===== config.mk =====
export PLATFORM = sky130hd
export DESIGN_NAME = async_fifo_rd_ctrl_flat
export DESIGN_NICKNAME = d
export VERILOG_FILES = /design/src/rtl/async_fifo_rd_ctrl_pkg.sv /design/src/rtl/async_fifo_rd_ctrl_if.sv /design/src/rtl/async_fifo_rd_ctrl_cdc_sync_bus.sv /design/src/rtl/async_fifo_rd_ctrl.sv /design/src/flat_wrapper.sv
export SDC_FILE = /design/constraint.sdc
export NUM_CORES = 1
export LEC_CHECK = 0
export CORE_MARGIN = 8
export CORE_UTILIZATION = 46
export DETAILED_ROUTE_END_ITERATION = 6
export GPL_ROUTABILITY_DRIVEN = 0
export PLACE_DENSITY = 0.77
export SETUP_SLACK_MARGIN = 0.3
export SLEW_MARGIN = 40
export SYNTH_ARGS = -nofsm -noshare
export SYNTH_HDL_FRONTEND = slang
export SYNTH_SLANG_ARGS = --single-unit

===== constraint.sdc =====
create_clock -name clk -period 3.35 [get_ports clk]
set_input_delay 0.67 -clock clk [delete_from_list [all_inputs] [get_ports clk]]
set_output_delay 0.67 -clock clk [all_outputs]
set_load 0.005 [all_outputs]

===== src/rtl/async_fifo_rd_ctrl_pkg.sv =====
// -----------------------------------------------------------------------------
// async_fifo_rd_ctrl_pkg
// Shared CDC helpers for the asynchronous FIFO pointer logic, used by both the
// read-side and write-side controllers so that both ends agree on pointer width
// and Gray coding.
//   cdc_ptr_width(w_addr) : pointer width for a FIFO of 2**w_addr entries
//   cdc_bin2gray(b)       : binary -> Gray (b ^ b>>1)
//   cdc_gray2bin(g)       : Gray -> binary (prefix XOR from the MSB down)
// Both converters work on a zero-extended CDC_MAX_W word, so any pointer width
// up to CDC_MAX_W is handled by casting in and out at the call site.
// -----------------------------------------------------------------------------
package async_fifo_rd_ctrl_pkg;

   localparam int CDC_MAX_W = 32;

   typedef logic [CDC_MAX_W-1:0] cdc_word_t;

   // One extra bit beyond the address distinguishes full from empty.
   function automatic int cdc_ptr_width(input int w_addr);
      return w_addr + 1;
   endfunction

   function automatic cdc_word_t cdc_bin2gray(input cdc_word_t b);
      return b ^ (b >> 1);
   endfunction

   // Binary bit i is the XOR of all Gray bits at or above i; the zero
   // extension above the real pointer width leaves the result unaffected.
   function automatic cdc_word_t cdc_gray2bin(input cdc_word_t g);
      cdc_word_t b;
      for (int i = 0; i < CDC_MAX_W; i++) begin
         b[i] = ^(g >> i);
      end
      return b;
   endfunction

endpackage


===== src/rtl/async_fifo_rd_ctrl_if.sv =====
// -----------------------------------------------------------------------------
// async_fifo_rd_ctrl_if
// Bundle between the read-side FIFO controller and its environment.
//   wptr_gray_async : Gray write pointer from the write clock domain
//   ren             : consumer pop request
//   rptr_gray       : registered Gray read pointer, to the write domain
//   mem_raddr       : RAM address of the current head entry
//   empty           : no entry available
//   level           : entries available (synchronised view)
//   pop             : pop accepted this cycle
//   err_underflow   : ren while empty
// Modports: master = environment (write side / consumer), slave = controller.
// -----------------------------------------------------------------------------
interface async_fifo_rd_ctrl_if
   import async_fifo_rd_ctrl_pkg::*;
#(
   parameter int W_ADDR = 4
);
   localparam int PTR_W = cdc_ptr_width(W_ADDR);

   logic [PTR_W-1:0]  wptr_gray_async;
   logic              ren;
   logic [PTR_W-1:0]  rptr_gray;
   logic [W_ADDR-1:0] mem_raddr;
   logic              empty;
   logic [PTR_W-1:0]  level;
   logic              pop;
   logic              err_underflow;

   modport master (
      output wptr_gray_async, ren,
      input  rptr_gray, mem_raddr, empty, level, pop, err_underflow
   );

   modport slave (
      input  wptr_gray_async, ren,
      output rptr_gray, mem_raddr, empty, level, pop, err_underflow
   );
endinterface


===== src/rtl/async_fifo_rd_ctrl_cdc_sync_bus.sv =====
// -----------------------------------------------------------------------------
// cdc_sync_bus
// Multi-flop synchroniser for a Gray-coded bus. Every bit passes through STAGES
// flops in parallel with nothing in front of the first stage, so the only
// metastability exposure is the first flop. STAGES should be 2..4.
//   clk : destination clock
//   rst : synchronous active-high reset, clears every stage
//   d   : asynchronous input bus
//   q   : synchronised output (last stage)
// -----------------------------------------------------------------------------
module cdc_sync_bus #(
   parameter int WIDTH  = 1,
   parameter int STAGES = 2
) (
   input  logic             clk,
   input  logic             rst,
   input  logic [WIDTH-1:0] d,
   output logic [WIDTH-1:0] q
);

   logic [WIDTH-1:0] stage_q [STAGES];

   // NOTE: the stage array is a chain of flops, not a RAM, so resetting every
   // element is cheap and legal; a true memory array would be left unreset.
   always_ff @(posedge clk) begin
      if (rst) begin
         for (int i = 0; i < STAGES; i++) begin
            stage_q[i] <= '0;
         end
      end else begin
         // NOTE: non-blocking assignments let every stage sample its
         // predecessor's old value, giving a true shift rather than a
         // single-cycle pass-through.
         stage_q[0] <= d;
         for (int i = 1; i < STAGES; i++) begin
            stage_q[i] <= stage_q[i-1];
         end
      end
   end

   assign q = stage_q[STAGES-1];

endmodule


===== src/rtl/async_fifo_rd_ctrl.sv =====
// -----------------------------------------------------------------------------
// async_fifo_rd_ctrl
// Read-side controller of an asynchronous FIFO. Synchronises the Gray write
// pointer into the read domain, keeps the binary and Gray read pointers, and
// derives empty/level/pop/underflow for the consumer.
//   clk : read-domain clock
//   rst : synchronous active-high reset
//   bus : async_fifo_rd_ctrl_if.slave (see interface header for signals)
// Parameters: W_ADDR (depth = 2**W_ADDR), SYNC_STAGES (2..4).
// -----------------------------------------------------------------------------
module async_fifo_rd_ctrl
   import async_fifo_rd_ctrl_pkg::*;
#(
   parameter int W_ADDR      = 4,
   parameter int SYNC_STAGES = 2
) (
   input  logic                 clk,
   input  logic                 rst,
   async_fifo_rd_ctrl_if.slave  bus
);

   localparam int PTR_W = cdc_ptr_width(W_ADDR);

   logic [PTR_W-1:0] wptr_gray_sync;
   logic [PTR_W-1:0] wptr_bin;
   logic [PTR_W-1:0] rptr_bin;
   logic [PTR_W-1:0] rptr_bin_next;
   logic [PTR_W-1:0] rptr_gray_q;
   logic             empty_c;
   logic             pop_c;

   cdc_sync_bus #(
      .WIDTH  (PTR_W),
      .STAGES (SYNC_STAGES)
   ) u_wptr_sync (
      .clk (clk),
      .rst (rst),
      .d   (bus.wptr_gray_async),
      .q   (wptr_gray_sync)
   );

   // NOTE: every signal is assigned on every pass through this block, so no
   // latch can be inferred.
   always_comb begin
      wptr_bin      = PTR_W'(cdc_gray2bin(CDC_MAX_W'(wptr_gray_sync)));
      // Gray-to-Gray compare uses registered values only, so empty is clean.
      empty_c       = (rptr_gray_q == wptr_gray_sync);
      // No pop may be issued during a reset cycle, even if the registers
      // still show entries from before the reset.
      pop_c         = bus.ren & ~empty_c & ~rst;
      rptr_bin_next = rptr_bin + PTR_W'(pop_c);
   end

   // rptr_gray is registered from the next binary value, so it leaves the
   // domain as a flop output that changes at most one bit per edge.
   always_ff @(posedge clk) begin
      if (rst) begin
         rptr_bin    <= '0;
         rptr_gray_q <= '0;
      end else begin
         rptr_bin    <= rptr_bin_next;
         rptr_gray_q <= PTR_W'(cdc_bin2gray(CDC_MAX_W'(rptr_bin_next)));
      end
   end

   assign bus.rptr_gray     = rptr_gray_q;
   assign bus.mem_raddr     = rptr_bin[W_ADDR-1:0];
   assign bus.empty         = empty_c;
   // Modulo subtraction keeps level correct across the pointer wrap; values
   // above the depth come from a misbehaving writer and are passed through.
   assign bus.level         = wptr_bin - rptr_bin;
   assign bus.pop           = pop_c;
   assign bus.err_underflow = bus.ren & (empty_c | rst);

endmodule

===== src/flat_wrapper.sv =====
// flat-port wrapper written by rule: the top's interface ports become plain ports
module async_fifo_rd_ctrl_flat import async_fifo_rd_ctrl_pkg::*;
#(
   parameter int W_ADDR      = 4,
   parameter int SYNC_STAGES = 2
)
  (clk, rst, bus_wptr_gray_async, bus_ren, bus_rptr_gray, bus_mem_raddr, bus_empty, bus_level, bus_pop, bus_err_underflow);
  async_fifo_rd_ctrl_if #(.W_ADDR(W_ADDR)) bus_i ();
  input  logic clk;
  input  logic rst;
  input wire logic [$bits(bus_i.wptr_gray_async)-1:0] bus_wptr_gray_async;
  input wire logic [$bits(bus_i.ren)-1:0] bus_ren;
  output wire logic [$bits(bus_i.rptr_gray)-1:0] bus_rptr_gray;
  output wire logic [$bits(bus_i.mem_raddr)-1:0] bus_mem_raddr;
  output wire logic [$bits(bus_i.empty)-1:0] bus_empty;
  output wire logic [$bits(bus_i.level)-1:0] bus_level;
  output wire logic [$bits(bus_i.pop)-1:0] bus_pop;
  output wire logic [$bits(bus_i.err_underflow)-1:0] bus_err_underflow;
  assign bus_i.wptr_gray_async = bus_wptr_gray_async;
  assign bus_i.ren = bus_ren;
  assign bus_rptr_gray = bus_i.rptr_gray;
  assign bus_mem_raddr = bus_i.mem_raddr;
  assign bus_empty = bus_i.empty;
  assign bus_level = bus_i.level;
  assign bus_pop = bus_i.pop;
  assign bus_err_underflow = bus_i.err_underflow;
  async_fifo_rd_ctrl #(.W_ADDR(W_ADDR), .SYNC_STAGES(SYNC_STAGES)) u_core (.clk(clk), .rst(rst), .bus(bus_i));
endmodule

==> results.sh <==
export IMPL_start_kind="flop"
export IMPL_ys_seq_elements=19
export IMPL_top_layer="met4"
export IMPL_power_density_nw_per_um2=382
export IMPL_groute_usage_overall_pct=10.8
export IMPL_seq_area_frac_synth_pct=41.5
export IMPL_grt_first_pass_wirelength_um=3050
export IMPL_setup_violations=0
export IMPL_avgRoutedWirePerCell_um=11.5
export IMPL_place_hpwl_um=1370
export IMPL_vias=692
export IMPL_worstPathRequired_ns=2.68
export IMPL_cap_viol_max_count=0
export IMPL_path_cells="xor2_2 > xnor2_2 > xor2_2 > xor2_1 > ha_2 > fa_2 > inv_1 > a21o_1 > a21oi_2 > xor2_1 > buf_2"
export IMPL_grt_pass1_vias=708
export IMPL_rsz0062_at_grt="true"
export IMPL_cts_htree_levels=1
export IMPL_pwr_share_clk_pct=22.9
export IMPL_tns_ns=0
export IMPL_hold_buffers=0
export IMPL_fin_nets=143
export IMPL_clockBufferDepth=2
export IMPL_core_area_um2=1920
export IMPL_timing_final_crit_period_ns=3.06
export IMPL_die_area_um2=3670
export IMPL_yosysUniqueCellTypes=21
export IMPL_netlist_instances=93
export IMPL_post_route_period_util_pct=91.4
export IMPL_port_buffers=24
export IMPL_final_common_cell="clkdlybuf4s50_1"
export IMPL_syn_area_um2=916
export IMPL_wl_um=1770
export IMPL_critPathCaptureType="primary output"
export IMPL_switching_share_pct=25.5
export IMPL_hold_violations=0
export IMPL_leakagePower_nw=0.528
export IMPL_synth_top_cell_area_share_pct=41.5
export IMPL_sequentialPowerShare_pct=49.9
export IMPL_clkTransAtPathRegs_ns=0.11
export IMPL_crit_type="reg2out"
export IMPL_drc_errors=0
export IMPL_clkLatencyLatePin_ns=0.28
export IMPL_wl_met2_um=888
export IMPL_cts_buffers=3
export IMPL_ir_worst_vdd_uv=291
export IMPL_io_pin_count=25
export IMPL_fin_skew_ns=0.00685
export IMPL_overflow=0
export IMPL_fp_dieH_um=60.6
export IMPL_diodes=0
export IMPL_die_w_um=60.6
export IMPL_tightestPinTransition_ns=0.297
export IMPL_relSlewSlack_pct=80.1
export IMPL_synth_nets=108
export IMPL_max_freq_mhz=327
export IMPL_final_cell_mix="20 x clkdlybuf4s50_1, 17 x dfxtp_1, 13 x nor2b_1, 11 x xnor2_1, 10 x inv_1"
export IMPL_yosysWarnings=0
export IMPL_min_path_type="reg2reg"
export IMPL_switching_power_mw=0.123
export IMPL_wl_met1_um=785
export IMPL_areaGrowthSynthToFinish_pct=38.0
export IMPL_route_met3_wl_um=87
export IMPL_initial_utilization_pct=47.7
export IMPL_rows=16
export IMPL_cts_num_sinks=19
export IMPL_report_final_slew_viol_count=0
export IMPL_post_synth_cell_area_avg_um2=9.85
export IMPL_pwr_share_comb_pct=27.2
export IMPL_cts_root_buffer="clkbuf_4"
export IMPL_critPathMaxFanout=2
export IMPL_drt_pass1_iterations=2
export IMPL_synth_top_cell_by_area="dfxtp_1"
export IMPL_drt_vias_per_instance=4.49
export IMPL_critPathSlowestCell="dfxtp_2"
export IMPL_ant_nets=0
export IMPL_slowest_delay_ns=0.35
export IMPL_drt_iter0_markers=12
export IMPL_synth_area_top_cells="dfxtp_1 42%, xnor2_1 11%, nor2b_1 8.9%"
export IMPL_place_area_um2=1200
export IMPL_p_int_mw=0.360
export IMPL_status="complete, no violations"
export IMPL_cts_tree="yes"
export IMPL_fillers=174
export IMPL_grt_max_degree=22
export IMPL_grt_antenna_before_repair=0
export IMPL_fin_area_um2=1260
export IMPL_drive_above_1_share_pct=19.7
export IMPL_cp_arrival_ns=2.39
[Yosys cell counts]
library cell / number
a21o_1: 2
a21oi_1: 4
and2_1: 1
clkbuf_1: 2
dfxtp_1: 19
fa_1: 1
ha_1: 6
inv_1: 10
mux2_2: 1
nand2b_1: 1
nand3_1: 2
nand4_1: 1
nor2_1: 8
nor2b_1: 13
nor3b_1: 1
o21a_1: 1
o21ai_0: 1
xnor2_1: 11
xnor2_2: 1
xor2_1: 5
xor2_2: 2
[flip-flops by register name (all words and copies together), names as in the netlist]
register,count
u_core.u_wptr_sync.stage_q,10
u_core.rptr_bin,4
u_core.bus.rptr_gray,5
[per-stage QoR]
step / hold slack, ns / std cells / utilization, % / setup slack [ns] / total power, mW
2_1_floorplan: 0.414 / 93 / - / 0.680 / 0.307
3_3_place_gp: 0.418 / 144 / 62.3 / 0.201 / 0.372
3_5_place_dp: 0.426 / 144 / 62.3 / 0.132 / 0.375
4_1_cts: 0.450 / 151 / 65.3 / 0.103 / 0.484
5_1_grt: 0.467 / 154 / 65.8 / 0.106 / 0.519
6_report: 0.445 / 154 / 65.8 / 0.289 / 0.482
[power by group through the flow]
stage	combinational, mW	sequential [mW]	clock (mW)
global route	0.148	0.242	0.130
global placement	0.126	0.246	0
floorplan	0.0617	0.246	0
detailed placement	0.129	0.246	0
CTS	0.129	0.241	0.113
finish	0.131	0.241	0.111
[path summary, 6_finish.rpt]
check / from / endpoint / slack [ns] / cells past startpoint
setup / recovery: u_core.u_wptr_sync.stage_q[0][8] / bus_level[4] / 0.29 / 11
hold / removal: u_core.u_wptr_sync.stage_q[0][1] / u_core.u_wptr_sync.stage_q[0][6] / 0.45 / 1
setup reg to reg: u_core.u_wptr_sync.stage_q[0][9] / u_core.bus.rptr_gray[3] / 0.92 / 9
hold reg to reg: u_core.u_wptr_sync.stage_q[0][1] / u_core.u_wptr_sync.stage_q[0][6] / 0.45 / 1
[timing repair]
| action | 4_1_cts | 5_1_grt |
|---|---|---|
| setup endpoints to repair | 4 | 5 |
| pin swaps | 3 | 7 |
| gates resized for setup | 11 | 10 |
| setup buffers | 3 | 3 |
[final cells by class]
cell class                 count  area, um2  area share (%)
timing repair buffer          32        280            22.2
multi-input combinational     62        503            39.8
sequential                    19        383            30.3
tap                           27       33.8            2.67
inverter                      10       37.5            2.97
clock buffer                   4       26.3            2.08
[routing by layer]
layer | vias up | global-route usage (%)
li1 | 355 | -
met1 | 322 | 12.0
met2 | 13 | 19.0
met3 | 2 | 2.97
met4 | 0 | 3.99
met5 | - | 0
[kinds of logic after synthesis]
logic type / count (synthesis) / synth area share [%]
muxes: 1 / 1.23
and+or+nand+nor: 27 / 16.1
adders and majority gates: 7 / 10.4
AOI/OAI and AO/OA: 8 / 5.19
xor gates and xnor gates: 19 / 20.6
buffers and inverters: 12 / 4.92
DFF: 19 / 41.5
[critical path: cells and delay by family (launching register included)]
family	cells	cell delay [ns]
flops	1	0.35
fa+ha+maj	2	0.42
buf+inv	2	0.17
compound gates	2	0.29
xor+xnor	5	0.88
Note: power is estimated with default switching activity, not from simulation.
